## config.mk

```make
export PLATFORM = sky130hd
export DESIGN_NAME = vend_countdown
export DESIGN_NICKNAME = d
export VERILOG_FILES = /design/src/rtl/vend_countdown.sv
export SDC_FILE = /design/constraint.sdc
export NUM_CORES = 1
export LEC_CHECK = 0
export CORE_AREA = 2 2 62 64
export CTS_CLUSTER_SIZE = 12
export DETAILED_ROUTE_END_ITERATION = 16
export DIE_AREA = 0 0 64 66
export PLACE_DENSITY = 0.7
export SETUP_SLACK_MARGIN = 0.3
export SYNTH_ARGS = -nofsm -noshare
export SYNTH_HDL_FRONTEND = slang
export SYNTH_SLANG_ARGS = --single-unit
export TNS_END_PERCENT = 30
```

## constraint.sdc

```tcl
create_clock -name clk -period 2.75 [get_ports clk]
set_input_delay 0.275 -clock clk [delete_from_list [all_inputs] [get_ports clk]]
set_output_delay 0.275 -clock clk [all_outputs]
set_load 0.03 [all_outputs]
```

## src/rtl/vend_countdown.sv

```systemverilog
// vend_countdown: transaction countdown timer driven by free-running 1 Hz / 2 Hz
// trigger pulses. Loads a clamped seconds value, counts to zero, pulses
// expired once, and drives BCD digits plus a warning/expired blink phase.
module vend_countdown #(
    parameter int MAX_SEC  = 99,
    parameter int WARN_SEC = 5
) (
    input  logic       clk,
    input  logic       rst_n,
    input  logic       trig_1Hz,
    input  logic       trig_2Hz,
    input  logic       start,
    input  logic       restart,
    input  logic       cancel,
    input  logic [6:0] load_sec,
    output logic       busy,
    output logic [6:0] remaining,
    output logic [3:0] tens,
    output logic [3:0] ones,
    output logic       expired,
    output logic       blink
);

    localparam logic [6:0] MAX_L  = 7'(MAX_SEC);
    localparam logic [6:0] WARN_L = 7'(WARN_SEC);

    typedef enum logic [1:0] {S_IDLE, S_RUN, S_EXP} state_t;

    state_t     state_q, state_d;
    logic [6:0] rem_q, rem_d;
    logic       blink_q, blink_d;
    logic       exp_q, exp_d;
    logic [6:0] load_l;

    // Clamp the requested load to the display range.
    assign load_l = (load_sec > MAX_L) ? MAX_L : load_sec;

    // State, count, blink and expiry pulse registers.
    always_ff @(posedge clk or negedge rst_n) begin
        if (!rst_n) begin
            state_q <= S_IDLE;
            rem_q   <= '0;
            blink_q <= 1'b0;
            exp_q   <= 1'b0;
        end else begin
            state_q <= state_d;
            rem_q   <= rem_d;
            blink_q <= blink_d;
            exp_q   <= exp_d;
        end
    end

    // Next-state logic. Cancel wins everywhere; any path that lands on zero
    // funnels through the common expiry assignment at the bottom.
    always_comb begin
        logic expire;
        state_d = state_q;
        rem_d   = rem_q;
        blink_d = blink_q;
        exp_d   = 1'b0;
        expire  = 1'b0;
        case (state_q)
            S_IDLE: begin
                blink_d = 1'b0;
                if (!cancel && start) begin
                    if (load_l != '0) begin
                        state_d = S_RUN;
                        rem_d   = load_l;
                    end else begin
                        expire = 1'b1;
                    end
                end
            end
            S_RUN: begin
                if (cancel) begin
                    state_d = S_IDLE;
                    rem_d   = '0;
                    blink_d = 1'b0;
                end else begin
                    // Blink window is judged on the pre-decrement count.
                    if (rem_q > WARN_L)
                        blink_d = 1'b0;
                    else if (trig_2Hz)
                        blink_d = ~blink_q;
                    // Restart shadows a coincident 1 Hz tick.
                    if (restart) begin
                        if (load_l != '0) rem_d = load_l;
                        else              expire = 1'b1;
                    end else if (trig_1Hz) begin
                        if (rem_q <= 7'd1) expire = 1'b1;
                        else               rem_d  = rem_q - 7'd1;
                    end
                end
            end
            S_EXP: begin
                if (cancel) begin
                    state_d = S_IDLE;
                    blink_d = 1'b0;
                end else if (start) begin
                    if (load_l != '0) begin
                        state_d = S_RUN;
                        rem_d   = load_l;
                        blink_d = 1'b0;
                    end else begin
                        expire = 1'b1;
                    end
                end else if (trig_2Hz) begin
                    blink_d = ~blink_q;
                end
            end
            default: begin
                state_d = S_IDLE;
                rem_d   = '0;
                blink_d = 1'b0;
            end
        endcase
        if (expire) begin
            state_d = S_EXP;
            rem_d   = '0;
            blink_d = 1'b1;
            exp_d   = 1'b1;
        end
    end

    assign busy      = (state_q == S_RUN);
    assign remaining = rem_q;
    assign expired   = exp_q;
    assign blink     = blink_q;
    assign tens      = 4'(rem_q / 7'd10);
    assign ones      = 4'(rem_q % 7'd10);

endmodule
```

Word level (Yosys, flattened, before mapping)
Cells that the tools add are included.
Widths: inputs -> output; s select.
{ "word_totals": {"regBits": 11, "input_bits": 14, "out_inout_bits": 18} }
{ "op_classes": {"bitwise": 1, "div_mod_pow": 2, "n_mux": 36, "reduce_logical": 6, "addsub": 1, "magnitude_cmp": 3, "n_eq_ne": 10} }
{ "op_table": {"columns": ["op", "count"], "rows": [
  ["$mux 7", 10],
  ["$pmux 7 s3", 1],
  ["$mux 1", 16],
  ["$mux 2", 6],
  ["$ne 5x4->1 const B", 2],
  ["$ne 3x3->1 const B", 3],
  ["$div 7x4->7 const B", 1],
  ["$gt 7x3->1 const B", 1],
  ["$gt 7x7->1 const B", 1],
  ["$le 7x1->1 const B", 1],
  ["$mod 7x4->7 const B", 1],
  ["$reduce_bool 7->1", 1],
  ["$sub 7x1->7 const B", 1],
  ["$pmux 2 s3", 1],
  ["$ne 5x5->1 const B", 1],
  ["$reduce_and 5->1", 1],
  ["$ne 4x4->1 const B", 1],
  ["$ne 3x2->1 const B", 1],
  ["$pmux 1 s3", 1],
  ["$reduce_and 3->1", 1],
  ["$eq 2x1->1 const B", 1],
  ["$eq 2x2->1 const B", 1],
  ["$logic_not 2->1", 1],
  ["$pmux 1 s2", 1],
  ["3 further kinds", 3]
]} }

Logic depth before layout (Yosys ltp)
Gate-level depths: netlist of run 1.
{ "depth": {"word_depth": 9, "depth_mapped": 13, "depth_no_buf": 11} }

Worst setup path after synthesis of run 1
No wires, ideal clock.
{ "synth_timing": {"kind": "register -> output", "start": "reg rem_q[6] (netlist: remaining[6])", "end": "out ones[1]", "t_arrival_ps": 3064, "path_buffers": 3, "slack_ps": -589, "stages_incl_launch_ff": 12, "path_cell_list": "dfrtp_1 > buf_2 > and3b_1 > o31ai_2 > o211a_1 > ha_1 > clkbuf_1 > clkbuf_1 > a211oi_1 > nor4_1 > a32oi_2 > xnor2_1"} }
{ "synth_between": {"elab_chain_len": 1} }
{ "synth_rtl": {"columns": ["item", "line_no", "source"], "rows": [
  ["from (decl)", "30", "logic [6:0] rem_q, rem_d;"],
  ["from (signal assigned)", "47", "rem_q <= rem_d;"],
  ["$mod 7x4->7", "130", "assign ones = 4'(rem_q % 7'd10);"],
  ["to (decl)", "19", "output logic [3:0] ones,"]
]} }
Every way passes these cells.

Worst setup path in the final report of run 1
{ "layout_timing": {"start": "reg rem_q[2] (netlist: remaining[2])", "end": "out ones[2]"} }
Same word-level chain as after synthesis.

==> results of run 1 <==
==> registers in the layout, indices dropped and copies added, names as in the netlist <==
| signal | count |
|---|---|
| remaining | 7 |
| state_q | 2 |
| blink | 1 |
| expired | 1 |
==> logic make-up after synthesis <==
family,Yosys count
DFF,11
buffers and inverters,28
and+or+nand+nor,87
adders and majority gates,9
AOI/OAI and AO/OA,84
xor gates and xnor gates,3
==> final cells by class <==
| cell class | instances | area [um^2] |
|---|---|---|
| multi-input cells | 183 | 1380 |
| flip-flops and latches | 11 | 282 |
| clock buffers | 3 | 22.5 |
| clock inverters | 1 | 5.00 |
| repair buffers | 60 | 538 |
| fillers | 312 | 1220 |
| well taps | 48 | 60.1 |
| inverters | 12 | 45.0 |
==> metal layers <==
layer | wire length (um) | part of all wire | GRT usage
met1 | 2220 | 0.44 | 0.306
met2 | 2460 | 0.49 | 0.430
met4 | 82 | 0.016 | 0.0707
met5 | 0 | 0 | 0
met3 | 266 | 0.053 | 0.0170
==> worst paths after layout <==
check / start / to / slack (ps) / cells past startpoint
max: remaining[2] / ones[2] / -150 / 12
min: rst_n / remaining[1] / 340 / 1
max reg2reg: state_q[1] / remaining[3] / 490 / 9
min reg2reg: blink / blink / 610 / 2
max in group asynchronous: rst_n / remaining[4] / 2030 / 1
min in group clk: blink / blink / 610 / 2
==> through the flow <==
step                utilization  area, um^2
floorplan                     -        1650
global placement          0.590        2090
detailed placement        0.590        2090
CTS                       0.635        2260
global route              0.656        2330
finish                    0.656        2330
==> cell usage in the layout, fill, tap and decap left out, drive strengths merged, types with 2 or more instances in the layout <==
cell type      count
nor3b              2
nand2             22
a22oi              4
a211oi             3
nor2              26
a41oi              2
nor2b              5
xnor2              3
clkinv             2
nand2b             3
dlygate4sd2        2
a21oi             16
and3               3
or3                6
a31oi              3
clkbuf             3
o211ai             3
buf               33
a32oi              3
o22ai              5
o21ai             25
o32a               4
o2111ai            3
ha                 9
nor3               6
dfrtp             11
or2                4
inv               11
clkdlybuf4s50     25
o31ai              3
nand3              6
==> worst max-delay path: cells and delay by family (launching register included) <==
family / cells / cell delay (ps)
buf+inv: 2 / 290
compound gates: 6 / 990
fa+ha+maj: 1 / 190
simple gates: 3 / 400
flops: 1 / 470
==> what timing repair did <==
item / in CTS / in global routing
pin swaps: 11 / 9
setup endpoints to repair: 5 / 6
gates resized for setup: 21 / 16
setup buffers: 6 / 1
==> results.md, run 1 <==
- Slew @ Worst Pin: around 540 ps
- GPL Wtd Cong: 0.898
- Mapped Cells: 222
- Clk root buf: clkbuf_4
- Largest net degree at the start of global routing: 23
- Final period utilization: 1.05
- Clock Latency Late Sink: roughly 280 ps
- Failing checks: setup timing
- Number of synthesis warnings: 0
- Ant. Diodes: 0
- Simple-gate share of the synthesized area: 0.289
- Yosys reg bits: 11
- Main synth FF type: dfrtp_1
- Count of different cell masters after synthesis: 53
- Chip height: ~66 um
- Routed Antenna Nets: 0
- WL/cell: ~16 um
- Global Route Usage Sum: 0.240
- Critical path capture point type: output pin
- Rel. slew slack: 0.642
- Final worst slack: -148 ps
- Multiplexer share of the synthesized area: 0
- Post-synth EDFFs: 0
- CP Class: reg -> out
- Final Hold Viols: 0
- Critical path data required time: approximately 2500 ps
- Worst Hold Slack: around 340 ps
- Clk sinks: 11
- CTS Buffer Depth: 2
- RSZ-0062 raised after global routing: true
- Area Growth Syn to Fin: 48.8%
- Setup TNS: -471 ps
- Initial antenna violation count: 0
- Mean Syn Cell Area: a little over 7 um^2
- Largest stage delay, worst path: 470 ps
- Critical path, cell by cell: and3_4 -> o31ai_4 -> o211a_1 -> ha_4 -> buf_8 -> nand2_1 -> nor2_2 -> o21ai_1 -> o2111ai_1 -> o21ai_1 -> a21oi_2 -> buf_6
- Status: finished, violations left
- Critical path's most frequent cell: o21ai_1
- Largest fanout on the critical path: 13
- Post-route minimum period: just under 3000 ps
- Number of max-cap violations: 0
- Pre-antenna DRT Iters: 5
- Die area: 4220 um^2
- Hold-fix buffers, CTS: 0
- Adder-cell share of the synthesized area: 0.0719
- Number of global-route vias before repair: 1715
- Mapped Area: 1570 um^2
- Ys async rst share: 1.00
- Largest family of logic cells by synthesized area: compound AO/OA/AOI/OAI gates
- Starting DRT DRC Count: 165
- Buffers on Ports: 31
- Num CTS Buffers: 3
- Pins Over Slew Limit: 0
- Share of cells above drive strength 1: 0.293
- Final setup fails: 4
- Hold WC Path Type: in -> async
- Global-route wire length before repair: 8.05 mm
- Xor/xnor share of the synthesized area: 0.0168
- Core area: 3550 um^2
- Final Non-Filler Cells: 318
- Placed wire-length estimate: 3.55 mm
- # IOs: 32
- Die width: approximately 64 um
- Congestion Overflow GR: 0
- Number of nets in the layout: 294
- Setup crit start kind: flop
- Slowest CP cell: dfrtp_2
- Num rows: 22
- CTS tree: done
- WP data arrival: around 2600 ps
- Dpl cells: 307
- Synth top area cells: dfrtp_1 (18%), ha_1 (7.2%), nor2_1 (5.8%), o21ai_0 (5.4%), nand2_1 (5.3%)
- Initial core utilization: 0.441
- Count leader, synth: nor2_1
- Clock transition at path regs: roughly 80 ps
- H-tree depth: 1
- Seq/Total Area, Yosys: 0.176
- Detailed-route via count: between 1500 and 2000
- Synth area leader: dfrtp_1
- Synth top cells by count: nor2_1 (24), nand2_1 (22), o21ai_0 (17)
- Skew final: 2.15 ps
- Drt drc: 0
- Setup slack after placement: -23.1 ps
- Drt total wl: 5.03 mm
- Synth top area share: 0.176
- Compound-Gate Fraction of Synth Area: 0.375
- Net Count, Synth: roughly 250
- Via/cell ratio: between 5 and 6
- Fmax: about 0.35 GHz
Power of run 1 is left out: the tool's default activity adds up to more than one toggle a clock period on the data nets, which glitch-free logic cannot reach.
==> run 2, diff against run 1 <==
--- a/config.mk
+++ b/config.mk
@@ -5,6 +5,7 @@
 export SDC_FILE = /design/constraint.sdc
 export NUM_CORES = 1
 export LEC_CHECK = 0
+export CAP_MARGIN = 20
 export CORE_AREA = 2 2 62 64
 export CTS_CLUSTER_SIZE = 12
 export DETAILED_ROUTE_END_ITERATION = 16
==> results of run 2 <==
Final layout, timing and power as in run 1 (identical DEF).
Power of run 2 is left out for the same reason.
==> run 3, diff against run 2 <==
--- a/config.mk
+++ b/config.mk
@@ -5,6 +5,7 @@
 export SDC_FILE = /design/constraint.sdc
 export NUM_CORES = 1
 export LEC_CHECK = 0
+export ABC_AREA = 0
 export CAP_MARGIN = 20
 export CORE_AREA = 2 2 62 64
 export CTS_CLUSTER_SIZE = 12
==> results of run 3 <==
Final layout, timing and power as in run 1 (identical DEF).
Power of run 3 is left out for the same reason.
